## config.mk

```make
export PLATFORM = sky130hd
export DESIGN_NAME = fp_image_loader_flat
export DESIGN_NICKNAME = d
export VERILOG_FILES = /design/src/rtl/fp_image_loader_pkg.sv /design/src/rtl/fp_image_loader_if.sv /design/src/rtl/fp_image_loader_timer.sv /design/src/rtl/fp_image_loader.sv /design/src/flat_wrapper.sv
export SDC_FILE = /design/constraint.sdc
export NUM_CORES = 1
export LEC_CHECK = 0
export ABC_AREA = 1
export CAP_MARGIN = 20
export CORE_MARGIN = 5
export CORE_UTILIZATION = 56
export CTS_CLUSTER_SIZE = 25
export DETAILED_ROUTE_END_ITERATION = 16
export PLACE_DENSITY = 0.81
export RECOVER_POWER = 100
export SETUP_SLACK_MARGIN = 0.4
export SYNTH_ARGS = -nofsm -noshare
export SYNTH_HDL_FRONTEND = slang
export SYNTH_SLANG_ARGS = --single-unit
export TNS_END_PERCENT = 5
```

## constraint.sdc

```tcl
create_clock -name clock -period 2.64 [get_ports clock]
set_input_delay 0.396 -clock clock [delete_from_list [all_inputs] [get_ports clock]]
set_output_delay 0.396 -clock clock [all_outputs]
set_load 0.05 [all_outputs]
```

## src/rtl/fp_image_loader_pkg.sv

```systemverilog
// Shared types and helpers for the front-panel image loader.
package fp_image_loader_pkg;

  // Loader sequencing states, one per switch/button phase of the panel protocol
  typedef enum logic [3:0] {
    IDLE      = 4'd0,
    LA_SET    = 4'd1,
    LA_PRESS  = 4'd2,
    LA_REL    = 4'd3,
    DEP_SET   = 4'd4,
    DEP_PRESS = 4'd5,
    DEP_REL   = 4'd6,
    ST_SET    = 4'd7,
    ST_PRESS  = 4'd8,
    ST_REL    = 4'd9,
    RUN_WAIT  = 4'd10,
    RUNNING   = 4'd11,
    HALTED    = 4'd12
  } fp_load_state_t;

  localparam int          FP_DEFAULT_HOLD     = 10;
  localparam logic [11:0] FP_DEFAULT_START_PC = 12'o0200;

  // True when nxt is the address the panel PC holds after depositing at prev
  // (the panel PC wraps 7777 -> 0000).
  function automatic logic fp_addr_follows(input logic [11:0] prev, input logic [11:0] nxt);
    logic [11:0] inc;
    inc = prev + 12'd1;
    return (nxt == inc);
  endfunction

  // True for the states whose duration is governed by the phase timer
  function automatic logic fp_is_timed(input fp_load_state_t s);
    logic timed;
    case (s)
      LA_SET, LA_PRESS, LA_REL,
      DEP_SET, DEP_PRESS, DEP_REL,
      ST_SET, ST_PRESS, ST_REL: timed = 1'b1;
      default:                  timed = 1'b0;
    endcase
    return timed;
  endfunction

endpackage

```

## src/rtl/fp_image_loader_if.sv

```systemverilog
// Valid/ready word stream carrying (address, data, last) memory-image words.
interface fp_image_loader_if;
  logic        word_valid;
  logic [11:0] word_addr;
  logic [11:0] word_data;
  logic        word_last;
  logic        word_ready;

  modport master (
    output word_valid,
    output word_addr,
    output word_data,
    output word_last,
    input  word_ready
  );

  modport slave (
    input  word_valid,
    input  word_addr,
    input  word_data,
    input  word_last,
    output word_ready
  );
endinterface

```

## src/rtl/fp_image_loader_timer.sv

```systemverilog
// Phase timer: loadable down-counter that flags the last cycle of a phase.
module fp_phase_timer
  import fp_image_loader_pkg::*;
#(
  parameter int HOLD_CYCLES = FP_DEFAULT_HOLD
) (
  input  logic clock,
  input  logic reset,
  input  logic load,
  output logic expired
);

  localparam int             W      = $clog2(HOLD_CYCLES + 1);
  localparam logic [W-1:0]   RELOAD = W'(HOLD_CYCLES - 1);
  localparam logic [W-1:0]   ONE    = W'(1);

  logic [W-1:0] count_r;

  // Load on phase entry, then count down to zero and hold there
  always_ff @(posedge clock or posedge reset) begin
    if (reset) begin
      count_r <= '0;
    end else if (load) begin
      count_r <= RELOAD;
    end else if (count_r != '0) begin
      count_r <= count_r - ONE;
    end else begin
      count_r <= count_r;
    end
  end

  // A phase loaded with HOLD_CYCLES-1 reaches zero in its HOLD_CYCLES-th cycle
  assign expired = (count_r == '0);

endmodule

```

## src/rtl/fp_image_loader.sv

```systemverilog
// Replays a stream of memory-image words as front-panel load-address and
// deposit button sequences, then loads the start address, runs the CPU and
// waits for it to halt.
module fp_image_loader
  import fp_image_loader_pkg::*;
#(
  parameter int          HOLD_CYCLES = FP_DEFAULT_HOLD,
  parameter logic [11:0] START_PC    = FP_DEFAULT_START_PC
) (
  input  logic               clock,
  input  logic               reset,
  fp_image_loader_if.slave   word_if,
  input  logic               start,
  input  logic               run_led,
  output logic [12:0]        sw,
  output logic               load_pc_btn,
  output logic               deposit_btn,
  output logic               busy,
  output logic               done
);

  fp_load_state_t state_r;
  logic [11:0]    addr_r;
  logic [11:0]    data_r;
  logic           last_r;
  logic [11:0]    last_addr_r;
  logic           have_dep_r;

  logic idle_s;
  logic accept_s;
  logic empty_go_s;
  logic skip_s;
  logic timer_load_s;
  logic timer_expired_s;

  assign idle_s     = (state_r == IDLE);
  assign accept_s   = idle_s && word_if.word_valid;
  assign empty_go_s = idle_s && !word_if.word_valid && start;

  // The panel PC auto-increments after a deposit, so a word landing right
  // after the previous one needs no load-address sequence.
  assign skip_s = have_dep_r && fp_addr_follows(last_addr_r, word_if.word_addr);

  // Restart the timer whenever a new phase begins; reloading on the way into
  // an untimed state is harmless because the count is ignored there.
  assign timer_load_s = accept_s || empty_go_s || (fp_is_timed(state_r) && timer_expired_s);

  assign word_if.word_ready = idle_s && !reset;
  assign busy               = (state_r != IDLE) && (state_r != HALTED);

  fp_phase_timer #(
    .HOLD_CYCLES (HOLD_CYCLES)
  ) u_timer (
    .clock   (clock),
    .reset   (reset),
    .load    (timer_load_s),
    .expired (timer_expired_s)
  );

  // Loader FSM: sequences panel phases and drives registered panel outputs
  always_ff @(posedge clock or posedge reset) begin
    if (reset) begin
      state_r     <= IDLE;
      sw          <= 13'd0;
      load_pc_btn <= 1'b0;
      deposit_btn <= 1'b0;
      done        <= 1'b0;
      addr_r      <= 12'd0;
      data_r      <= 12'd0;
      last_r      <= 1'b0;
      last_addr_r <= 12'd0;
      have_dep_r  <= 1'b0;
    end else begin
      done <= 1'b0;
      case (state_r)
        IDLE: begin
          if (word_if.word_valid) begin
            addr_r <= word_if.word_addr;
            data_r <= word_if.word_data;
            last_r <= word_if.word_last;
            if (skip_s) begin
              state_r   <= DEP_SET;
              sw[11:0]  <= word_if.word_data;
            end else begin
              state_r   <= LA_SET;
              sw[11:0]  <= word_if.word_addr;
            end
          end else if (start) begin
            state_r  <= ST_SET;
            sw[11:0] <= START_PC;
          end else begin
            state_r <= IDLE;
          end
        end
        LA_SET: begin
          if (timer_expired_s) begin
            state_r     <= LA_PRESS;
            load_pc_btn <= 1'b1;
          end
        end
        LA_PRESS: begin
          if (timer_expired_s) begin
            state_r     <= LA_REL;
            load_pc_btn <= 1'b0;
          end
        end
        LA_REL: begin
          if (timer_expired_s) begin
            state_r  <= DEP_SET;
            sw[11:0] <= data_r;
          end
        end
        DEP_SET: begin
          if (timer_expired_s) begin
            state_r     <= DEP_PRESS;
            deposit_btn <= 1'b1;
          end
        end
        DEP_PRESS: begin
          if (timer_expired_s) begin
            state_r     <= DEP_REL;
            deposit_btn <= 1'b0;
          end
        end
        DEP_REL: begin
          if (timer_expired_s) begin
            last_addr_r <= addr_r;
            have_dep_r  <= 1'b1;
            if (last_r) begin
              state_r  <= ST_SET;
              sw[11:0] <= START_PC;
            end else begin
              state_r <= IDLE;
            end
          end
        end
        ST_SET: begin
          if (timer_expired_s) begin
            state_r     <= ST_PRESS;
            load_pc_btn <= 1'b1;
          end
        end
        ST_PRESS: begin
          if (timer_expired_s) begin
            state_r     <= ST_REL;
            load_pc_btn <= 1'b0;
          end
        end
        ST_REL: begin
          if (timer_expired_s) begin
            state_r <= RUN_WAIT;
            sw[12]  <= 1'b1;
          end
        end
        RUN_WAIT: begin
          if (run_led) begin
            state_r <= RUNNING;
          end
        end
        RUNNING: begin
          if (!run_led) begin
            state_r <= HALTED;
            sw      <= 13'd0;
            done    <= 1'b1;
          end
        end
        HALTED: begin
          if (start) begin
            state_r    <= IDLE;
            have_dep_r <= 1'b0;
          end
        end
        default: begin
          state_r     <= IDLE;
          sw          <= 13'd0;
          load_pc_btn <= 1'b0;
          deposit_btn <= 1'b0;
        end
      endcase
    end
  end

endmodule

```

## src/flat_wrapper.sv

```systemverilog
// flat-port wrapper written by rule: the top's interface ports become plain ports
module fp_image_loader_flat import fp_image_loader_pkg::*;
#(
  parameter int          HOLD_CYCLES = FP_DEFAULT_HOLD,
  parameter logic [11:0] START_PC    = FP_DEFAULT_START_PC
)
  (clock, reset, start, run_led, sw, load_pc_btn, deposit_btn, busy, done, word_if_word_valid, word_if_word_addr, word_if_word_data, word_if_word_last, word_if_word_ready);
  fp_image_loader_if word_if_i ();
  input  logic clock;
  input  logic reset;
  input  logic start;
  input  logic run_led;
  output logic [12:0] sw;
  output logic load_pc_btn;
  output logic deposit_btn;
  output logic busy;
  output logic done;
  input wire logic [$bits(word_if_i.word_valid)-1:0] word_if_word_valid;
  input wire logic [$bits(word_if_i.word_addr)-1:0] word_if_word_addr;
  input wire logic [$bits(word_if_i.word_data)-1:0] word_if_word_data;
  input wire logic [$bits(word_if_i.word_last)-1:0] word_if_word_last;
  output wire logic [$bits(word_if_i.word_ready)-1:0] word_if_word_ready;
  assign word_if_i.word_valid = word_if_word_valid;
  assign word_if_i.word_addr = word_if_word_addr;
  assign word_if_i.word_data = word_if_word_data;
  assign word_if_i.word_last = word_if_word_last;
  assign word_if_word_ready = word_if_i.word_ready;
  fp_image_loader #(.HOLD_CYCLES(HOLD_CYCLES), .START_PC(START_PC)) u_core (.clock(clock), .reset(reset), .word_if(word_if_i), .start(start), .run_led(run_led), .sw(sw), .load_pc_btn(load_pc_btn), .deposit_btn(deposit_btn), .busy(busy), .done(done));
endmodule
```

# Yosys cells after proc, flatten, opt, wreduce, memory -nomap -nowiden
# Memories as Yosys holds them, arrays and structs flattened.
# Cells that the tools add are included.
# W data, S select, Z words.
[word_totals] output_inout_bits=18 register_bits=62 memories=1 romBits=16 word_cells=116
[mem_list] memory="(no name shown)" words=16 width=1 rd=1 rd_clocked_by_memory_dff=0 write_ports=0 line="fp_image_loader_pkg.sv:35" rtl="case (s)"
[op_classes] n_addsub=2 n_eq_ne=30 muxes=36 bitwise_logic=4 reduce_logical=31
[ops] operator="$mux W12" count=6
[ops] operator="$pmux W12 S5" count=1
[ops] operator="$mux W4" count=14
[ops] operator="$pmux W4 S13" count=1
[ops] operator="$ne A2 B1 Y1 const B" count=12
[ops] operator="$reduce_or A11 Y1" count=2
[ops] operator="$eq A4 B4 Y1 const B" count=5
[ops] operator="$reduce_or A9 Y1" count=2
[ops] operator="$eq A4 B3 Y1 const B" count=4
[ops] operator="$mux W13" count=1
[ops] operator="$add A12 B1 Y12 const B" count=1
[ops] operator="$eq A12 B12 Y1" count=1
[ops] operator="$mux W3" count=4
[ops] operator="$reduce_and A12 Y1" count=1
[ops] operator="$reduce_and A3 Y1" count=4
[ops] operator="$pmux W1 S3" count=3
[ops] operator="$eq A4 B2 Y1 const B" count=2
[ops] operator="$logic_not A4 Y1" count=2
[ops] operator="$reduce_bool A4 Y1" count=2
[ops] operator="$logic_and A1 B1 Y1" count=7
[ops] operator="$ne A2 B2 Y1 const B" count=3
[ops] operator="$reduce_and A6 Y1" count=1
[ops] operator="$mux W1" count=5
[ops] operator="$eq A4 B1 Y1 const B" count=1
[ops] operator="10 further kinds" count=18

# Logic depth before layout (Yosys ltp)
# Gate-level depths: netlist of run 1.
[logic_depth] ltp_word=6 mapped_depth=17

# By module
# Synthesis of run 1 repeated with hierarchy kept, for this count alone.
[hier_totals] cells_unflattened=496 hier_area_um2=3578.4
[modules_own_cells] mod="fp_image_loader" area_per_inst_um2=3340.7 n_inst=1 cells_each=464
[modules_own_cells] mod="fp_phase_timer" area_per_inst_um2=237.7 n_inst=1 cells_each=32

# Worst setup path after synthesis of run 1
# Ideal clock, no wire load.
[synth_path] path_kind="register to output" startpoint="register u_core.state_r[0]" endpoint="output port word_if_word_ready" t_required_ps=2244 setup_slack_ps=567 arrival_ps=1677 stages_incl_launch_ff=7 path_cell_list="dfrtp_1 > buf_2 > nor2_2 > inv_2 > nor2_1 > inv_1 > nor2_1"
[synth_between] elab_chain_len=2
[synth_rtl] item="start, declared" line="fp_image_loader.sv:22" rtl="fp_load_state_t state_r;"
[synth_rtl] item="start signal, assigned" line="fp_image_loader.sv:63" rtl="state_r <= IDLE;"
[synth_rtl] item="start signal, assigned" line="fp_image_loader.sv:82" rtl="state_r <= DEP_SET;"
[synth_rtl] item="start signal, assigned" line="fp_image_loader.sv:85" rtl="state_r <= LA_SET;"
[synth_rtl] item="$logic_not A4 Y1" line="fp_image_loader.sv:36" rtl="assign idle_s = (state_r == IDLE);"
[synth_rtl] item="$logic_and A1 B1 Y1" line="fp_image_loader.sv:48" rtl="assign word_if.word_ready = idle_s && !reset;"
[synth_rtl] item="end, declared" line="flat_wrapper.sv:22" rtl="output wire logic [$bits(word_if_i.word_ready)-1:0] word_if_word_ready;"
# Every way passes these cells.

# Final worst setup path of run 1
[layout_path] startpoint="register u_core.state_r[1]" endpoint="register u_core.last_addr_r[8]"
[layout_between] elab_chain_len=2
[layout_rtl] item="$eq A4 B3 Y1" line="fp_image_loader.sv:75" rtl="case (state_r)"
[layout_rtl] item="$reduce_and A2 Y1 (no source line)"
[layout_rtl] item="end signal, assigned" line="fp_image_loader.sv:127" rtl="last_addr_r <= addr_r;"
[layout_rtl] item="end, declared" line="fp_image_loader.sv:26" rtl="logic [11:0] last_addr_r;"
# Every way passes these cells.
# A chain may end at the register's enable or synchronous reset.

==> out/metrics.cfg, run 1 <==
[outcome]
run_status=finished clean

[critical_path]
reg2reg_to=u_core.last_addr_r[8]
critPathCaptureType=register
path_max_fanout=21
cp.required_ps=2870
rr_worst_depth=6
startpoint_type=register
worst-setup-path-type=register to register
critical_path_arrival_ps=2540
worstReg2RegStart=u_core.state_r[1]
worst-r2r-setup-slack_ps=320

[synthesis]
synth.top_cells.by_area=sky130_fd_sc_hd__dfrtp_1, sky130_fd_sc_hd__nand2_1, sky130_fd_sc_hd__inv_1, sky130_fd_sc_hd__o21ai_0, sky130_fd_sc_hd__nand3_1
yosysTopAreaCellShare=0.418
synthesis.yosys.warnings=0
yosys_cell_types=41
combined_area_of_all_synthesized_cells_sq_um=3720
synth_fp_nets=559
synth_area_leader_cell=sky130_fd_sc_hd__dfrtp_1
postSynthRegisterBits=62
syn_avg_cell_area_sq_um=7.05
synth_sequential_area_ratio=0.418
syn-instance-count=527

[cells_and_area]
stdcell_count=663
nNetsFinal=613
most_common_cell_after_layout_fill_and_taps_aside=sky130_fd_sc_hd__nand2_1
num_antenna_cells=0
post_route_cells_drive_above_1_share=0.102
syn2layout_area_growth_pct=20.2
layout.cells.most_common_list=sky130_fd_sc_hd__nand2_1, sky130_fd_sc_hd__inv_1, sky130_fd_sc_hd__dfrtp_1

[floorplan]
core_sq_um=6390
design.portCount=48
die-width_um=91.5
die_h_um=91.5
effective_utilization_at_floorplan=0.582
die_area_sq_um=8360
floorplan.rows=29

[cts]
cts_hold_buf=0
clk_pin_slew_worst_paths_ps=70
cts_inserted_buffers=9
cts_buffer_depth=2
cts_tree=done
cts_root_buffer=sky130_fd_sc_hd__clkbuf_8
cts_num_sinks=62
cts_setup_buffers=0
h-tree-depth=3
clkLatencyLatePin_ps=350

[placed_design]
dp_hpwl_um=7100
count_of_port_buffers_added_during_placement=47
place_inst=645
post-place-ws_ps=328
gp_routability_congestion=0.941

[route]
vias_per_cell=5.50
detailedRoute.firstPassIterationCount=7
num_vias=3647
route.antenna.remaining_nets=0
drtIter0Drc=348
post_route_drc=0
wirelength_um=9760
wire_length_per_cell_after_detailed_routing_um=14.7

[sta]
fin_ws_ps=325
timing_worst_slew_pin_value_ps=853
drv_slew=0
final.min_clock_period_ps=2320
setup_violation_total_in_the_final_timing_report=0
fmax_ghz=0.432
finClkSkew_ps=13.1
period_share=0.877
rsz0062_at_grt=yes
max_slew_margin=0.431
finalHoldViolCount=0
setup_total_negative_slack_ps=0

[min_path]
holdPathStages=2
min_to=u_core.sw[10]
hold_start=u_core.sw[10]
class_of_the_tightest_hold_or_removal_check=register to register

[global_route]
grt_util_all_layers=0.238
grt_antenna_before_repair=0
first_global_vias=3503
grt_pass1_wl_um=16300
grt_max_degree=27
gr-total-overflow=0

[pwr]
pwr_density_cell_nw_per_um2=866
p_sw_frac=0.443
power_leakage_uw=0.00232
switchingPower_uw=1710
comb_pwr_share=0.425
peakVddDrop_mv=0.642
p_int_uw=2160
p_seq_frac=0.382
clock_power_frac=0.194

[flow_run]
cap_viol_max_count=0

==> per-layer routing <==
layer	vias to the layer above	wire length, um	global-route usage	part of all wire
met5	-	0	0	0
met4	0	271	0.105	0.028
met1	1663	4180	0.323	0.43
met3	35	726	0.0388	0.074
met2	165	4590	0.376	0.47
li1	1784	-	-	-
==> flip-flops by register name, indices dropped and copies added (netlist names) <==
register,count
u_core.addr_r,12
u_core.data_r,12
u_core.have_dep_r,1
u_core.last_addr_r,12
u_core.load_pc_btn,1
u_core.sw,13
u_core.state_r,4
u_core.deposit_btn,1
u_core.last_r,1
u_core.u_timer.count_r,4
u_core.done,1
==> through the flow <==
stage / hold WS (ps) / cell area [sq um] / utilization / power, uW
2_1_floorplan: 442 / 3720 / - / 2650
4_1_cts: 422 / 4430 / 0.693 / 3890
6_report: 475 / 4470 / 0.700 / 3870
3_3_place_gp: 459 / 4260 / 0.667 / 3110
5_1_grt: 497 / 4470 / 0.700 / 4150
3_5_place_dp: 465 / 4260 / 0.667 / 3140
==> worst max-delay path, stage by stage, from the launching register on <==
cell                      delay [ps]
sky130_fd_sc_hd__dfrtp_1         550
sky130_fd_sc_hd__inv_1           150
sky130_fd_sc_hd__nor2_1          240
sky130_fd_sc_hd__nand2_1         220
sky130_fd_sc_hd__inv_1           130
sky130_fd_sc_hd__nand2_1         440
sky130_fd_sc_hd__mux2_2          450
==> logic make-up (layout without fill, tap and decap cells) <==
logic type                 Yosys count  count (layout)  synth area share
DFF                                 62              62             0.418
buffers and inverters               84             141            0.0943
muxes                                5               5            0.0152
and+or+nand+nor                    302             304             0.353
xor gates and xnor gates             6               6            0.0141
adders and majority gates            2               2           0.00673
AOI/OAI and AO/OA                   66              66            0.0997
==> synth_stat cells <==
cell type,number
sky130_fd_sc_hd__nand4_1,5
sky130_fd_sc_hd__nor3_1,9
sky130_fd_sc_hd__nor3_2,1
sky130_fd_sc_hd__dfrtp_1,62
sky130_fd_sc_hd__o2111ai_1,2
sky130_fd_sc_hd__nor2_1,40
sky130_fd_sc_hd__buf_6,3
sky130_fd_sc_hd__nor3b_1,1
sky130_fd_sc_hd__xor2_1,3
sky130_fd_sc_hd__o21ai_0,41
sky130_fd_sc_hd__mux2_2,5
sky130_fd_sc_hd__clkinv_1,1
sky130_fd_sc_hd__nand3_4,1
sky130_fd_sc_hd__xnor2_1,3
sky130_fd_sc_hd__nor2_2,5
sky130_fd_sc_hd__a31oi_2,1
sky130_fd_sc_hd__or2_2,1
sky130_fd_sc_hd__o21ai_1,2
sky130_fd_sc_hd__o22ai_1,1
sky130_fd_sc_hd__nor2_4,3
sky130_fd_sc_hd__a311oi_1,1
sky130_fd_sc_hd__nor4_1,3
sky130_fd_sc_hd__nor2_8,1
sky130_fd_sc_hd__a21oi_2,1
sky130_fd_sc_hd__nand3_1,33
sky130_fd_sc_hd__clkbuf_1,6
sky130_fd_sc_hd__buf_2,4
sky130_fd_sc_hd__o31ai_1,2
sky130_fd_sc_hd__inv_1,61
sky130_fd_sc_hd__ha_1,2
sky130_fd_sc_hd__a21oi_1,11
sky130_fd_sc_hd__inv_2,7
sky130_fd_sc_hd__nand3_2,2
sky130_fd_sc_hd__nand2_2,3
sky130_fd_sc_hd__nand2_1,192
sky130_fd_sc_hd__and2_1,1
sky130_fd_sc_hd__o211ai_1,1
sky130_fd_sc_hd__nand3b_1,1
sky130_fd_sc_hd__buf_4,2
sky130_fd_sc_hd__o22a_1,1
sky130_fd_sc_hd__a211oi_1,2
==> repair_timing <==
action	CTS	global route
endpoints found under the setup margin	5	42
endpoints found under the hold margin	0	0
resized for setup	1	12
gates cloned	0	2
pin swaps	0	2
==> how the worst max path moves through the flow <==
stage | cells past startpoint | startpoint | slack [ps] | endpoint
floorplan | 6 | u_core.state_r[0] | 570 | word_if_word_ready
global placement | 6 | u_core.state_r[1] | 320 | u_core.last_addr_r[10]
detailed placement | 18 | word_if_word_addr[4] | 330 | u_core.sw[7]
CTS | 6 | u_core.state_r[1] | 320 | u_core.last_addr_r[8]
global route | 8 | u_core.state_r[0] | 120 | u_core.data_r[5]
finish | 6 | u_core.state_r[1] | 320 | u_core.last_addr_r[8]
==> layout make-up <==
class                   count  area, sq um
fillers                   551         1920
inverters                  69          259
flip-flops and latches     62         1550
clock buffers               9          124
repair buffers             56          523
clock inverters             7         48.8
multi-input cells         383         1860
well taps                  77         96.3
==> power groups by stage <==
stage                     clock network (uW)  registers (uW)  logic [uW]
after floorplan                            0            1540        1120
after global placement                     0            1490        1630
after detailed placement                   0            1490        1650
after CTS                                760            1480        1660
after global routing                     803            1520        1830
final                                    750            1480        1640
(Power assumes the default switching activity.)
==> run 2: changes to the inputs <==
--- a/config.mk
+++ b/config.mk
@@ -7,7 +7,6 @@
 export LEC_CHECK = 0
 export ABC_AREA = 1
 export CAP_MARGIN = 20
-export CORE_MARGIN = 5
 export CORE_UTILIZATION = 56
 export CTS_CLUSTER_SIZE = 25
 export DETAILED_ROUTE_END_ITERATION = 16
==> out/metrics.cfg, run 2 (synthesis gave the netlist of run 1 again) <==
[critical_path]
worstPathCellList=inv_1 -> ha_1 -> nand2_1 -> nor2_1 -> clkbuf_1 -> o21ai_1 -> nor2_1 -> nand4_1 -> a31oi_2 -> buf_6 -> o21ai_1 -> nand2_1  ; was inv_1 -> nor2_1 -> nand2_1 -> inv_1 -> nand2_1 -> mux2_2
critPathCaptureType=register  ; unchanged
startpoint_type=register  ; unchanged
setup.worst_path.start=u_core.u_timer.count_r[0]  ; was u_core.state_r[1]
cp_slowest_stage_delay_ps=390  ; was 550 ps
cp.required_ps=2930  ; was 2870 ps
cp_slowest_cell=sky130_fd_sc_hd__dfrtp_1  ; unchanged
worst-setup-path-type=register to register  ; unchanged
worstReg2RegStart=u_core.u_timer.count_r[0]  ; was u_core.state_r[1]
critical_path_arrival_ps=2550  ; was 2540 ps
path_max_fanout=12  ; was 21

[cts]
cts_tree=done  ; unchanged
cts_inserted_buffers=9  ; unchanged
cts_buffer_depth=2  ; unchanged
clkLatencyLatePin_ps=350  ; about the same
cts_root_buffer=sky130_fd_sc_hd__clkbuf_8  ; unchanged
cts_hold_buf=0  ; unchanged
h-tree-depth=3  ; unchanged
cts_num_sinks=62  ; unchanged
clk_pin_slew_worst_paths_ps=80  ; was 70 ps

[placed_design]
gp_routability_congestion=0.895  ; was 0.941
post-place-ws_ps=366  ; was 328 ps
dp_hpwl_um=6830  ; was 7100 um
count_of_port_buffers_added_during_placement=47  ; unchanged
placed_area_sq_um=4280  ; was 4260 sq um

[cells_and_area]
num_antenna_cells=0  ; unchanged
post_route_cells_drive_above_1_share=0.121  ; was 0.102
most_common_cell_after_layout_fill_and_taps_aside=sky130_fd_sc_hd__nand2_1  ; unchanged
top_register=u_core.sw  ; unchanged
layout.cells.most_common_list=sky130_fd_sc_hd__nand2_1, sky130_fd_sc_hd__inv_1, sky130_fd_sc_hd__dfrtp_1  ; unchanged
final_cell_area_sq_um=4510  ; was 4470 sq um
largest_register_ff_count=13  ; unchanged
nNetsFinal=615  ; was 613
syn2layout_area_growth_pct=21.3  ; was 20.2%
filler_cell_count=537  ; was 551

[floorplan]
design.portCount=48  ; unchanged
floorplan.rows=29  ; unchanged
die_h_um=83.5  ; was 91.5 um
die_area_sq_um=6970  ; was 8360 sq um
effective_utilization_at_floorplan=0.582  ; unchanged
core_sq_um=6390  ; unchanged
die-width_um=83.5  ; was 91.5 um

[flow_run]
cap_viol_max_count=0  ; unchanged

[sta]
rsz0062_at_grt=yes  ; unchanged
final.min_clock_period_ps=2260  ; was 2320 ps
drv_slew=0  ; unchanged
timing_worst_slew_pin_value_ps=941  ; was 853 ps
setup_violation_total_in_the_final_timing_report=0  ; unchanged
setup_total_negative_slack_ps=0  ; unchanged
max_slew_margin=0.372  ; was 0.431
fin_ws_ps=378  ; was 325 ps
fmax_ghz=0.442  ; was 0.432 GHz
finClkSkew_ps=9.54  ; was 13.1 ps
period_share=0.857  ; was 0.877
finalHoldViolCount=0  ; unchanged

[route]
num_vias=3647  ; unchanged
wirelength_um=9640  ; was 9760 um
drtIter0Drc=391  ; was 348
vias_per_cell=5.48  ; was 5.50
route.antenna.remaining_nets=0  ; unchanged
wire_length_per_cell_after_detailed_routing_um=14.5  ; was 14.7 um
post_route_drc=0  ; unchanged
detailedRoute.firstPassIterationCount=6  ; was 7

[global_route]
grt_pass1_wl_um=15900  ; was 16300 um
grt_antenna_before_repair=0  ; unchanged
grt_max_degree=44  ; was 27
grt_util_all_layers=0.287  ; was 0.238
first_global_vias=3341  ; was 3503
gr-total-overflow=0  ; unchanged

[pwr]
power_leakage_uw=0.00232  ; about the same
pwr_density_cell_nw_per_um2=872  ; was 866 nW/um^2
peakVddDrop_mv=0.660  ; was 0.642 mV

[min_path]
class_of_the_tightest_hold_or_removal_check=register to register  ; unchanged
hold_start=u_core.sw[1]  ; was u_core.sw[10]

[outcome]
run_status=finished clean  ; unchanged

-- run 2: cell type report --
type	count	area [sq um]	share of cell area
Sequential cell	62	1560	0.345
Clock inverter	7	50.0	0.0111
Multi-Input combinational cell	382	1870	0.414
Timing Repair Buffer	59	557	0.124
Clock buffer	9	124	0.0275
Inverter	69	259	0.0575
Tap cell	77	96.3	0.0214
-- run 2: power breakdown --
part           total (uW)  internal [uW]  leakage [uW]  switching [uW]
combinational        1690            583       0.00142            1110
clock                 765            343     0.0000933             421
sequential           1470           1260      0.000809             218
-- run 2: worst max-delay path: cells and delay by family, from the launching register on --
kind	cells	cell delay, ps
buf+inv	3	580
fa+ha+maj	1	220
simple gates	5	600
flops	1	390
compound gates	3	430
-- run 2: repair_timing --
| action | in CTS | in global routing |
|---|---|---|
| pin swaps | 0 | 7 |
| setup endpoints to repair | 3 | 19 |
| setup buffers | 0 | 2 |
| gates cloned | 0 | 1 |
| gates resized for setup | 1 | 19 |
| endpoints found under the hold margin | 0 | 0 |
-- run 2: worst paths after layout --
| check | endpoint | cells past startpoint | slack, ps |
|---|---|---|---|
| worst min register to register | u_core.sw[1] | 2 | 480 |
| min in group asynchronous | u_core.load_pc_btn | 2 | 720 |
| worst min-delay path | u_core.sw[1] | 2 | 480 |
| worst max-delay path | u_core.sw[11] | 12 | 380 |
| worst max register to register | u_core.sw[11] | 12 | 380 |
| max in group asynchronous | u_core.last_addr_r[2] | 3 | 1190 |
-- run 2: per-stage QoR --
stage / util / total power (uW) / std cells / hold slack (ps)
floorplan: - / 2650 / 527 / 442
global placement: 0.670 / 3120 / 646 / 456
finish: 0.706 / 3930 / 665 / 475
global route: 0.706 / 4210 / 665 / 496
CTS: 0.697 / 3920 / 662 / 445
detailed placement: 0.670 / 3150 / 646 / 465
-- run 2: routing by layer --
layer / up-vias / wire [um] / track usage
met5: - / 0 / 0
met4: 0 / 163 / 0.0971
met3: 23 / 620 / 0.0653
met2: 159 / 4560 / 0.458
met1: 1674 / 4300 / 0.388
li1: 1791 / - / -
==> run 3: changes to the inputs <==
--- a/config.mk
+++ b/config.mk
@@ -13,6 +13,7 @@
 export PLACE_DENSITY = 0.81
 export RECOVER_POWER = 100
 export SETUP_SLACK_MARGIN = 0.4
+export SLEW_MARGIN = 10
 export SYNTH_ARGS = -nofsm -noshare
 export SYNTH_HDL_FRONTEND = slang
 export SYNTH_SLANG_ARGS = --single-unit
==> results of run 3 <==
The final DEF is identical to that of run 2; final timing and power are the same.
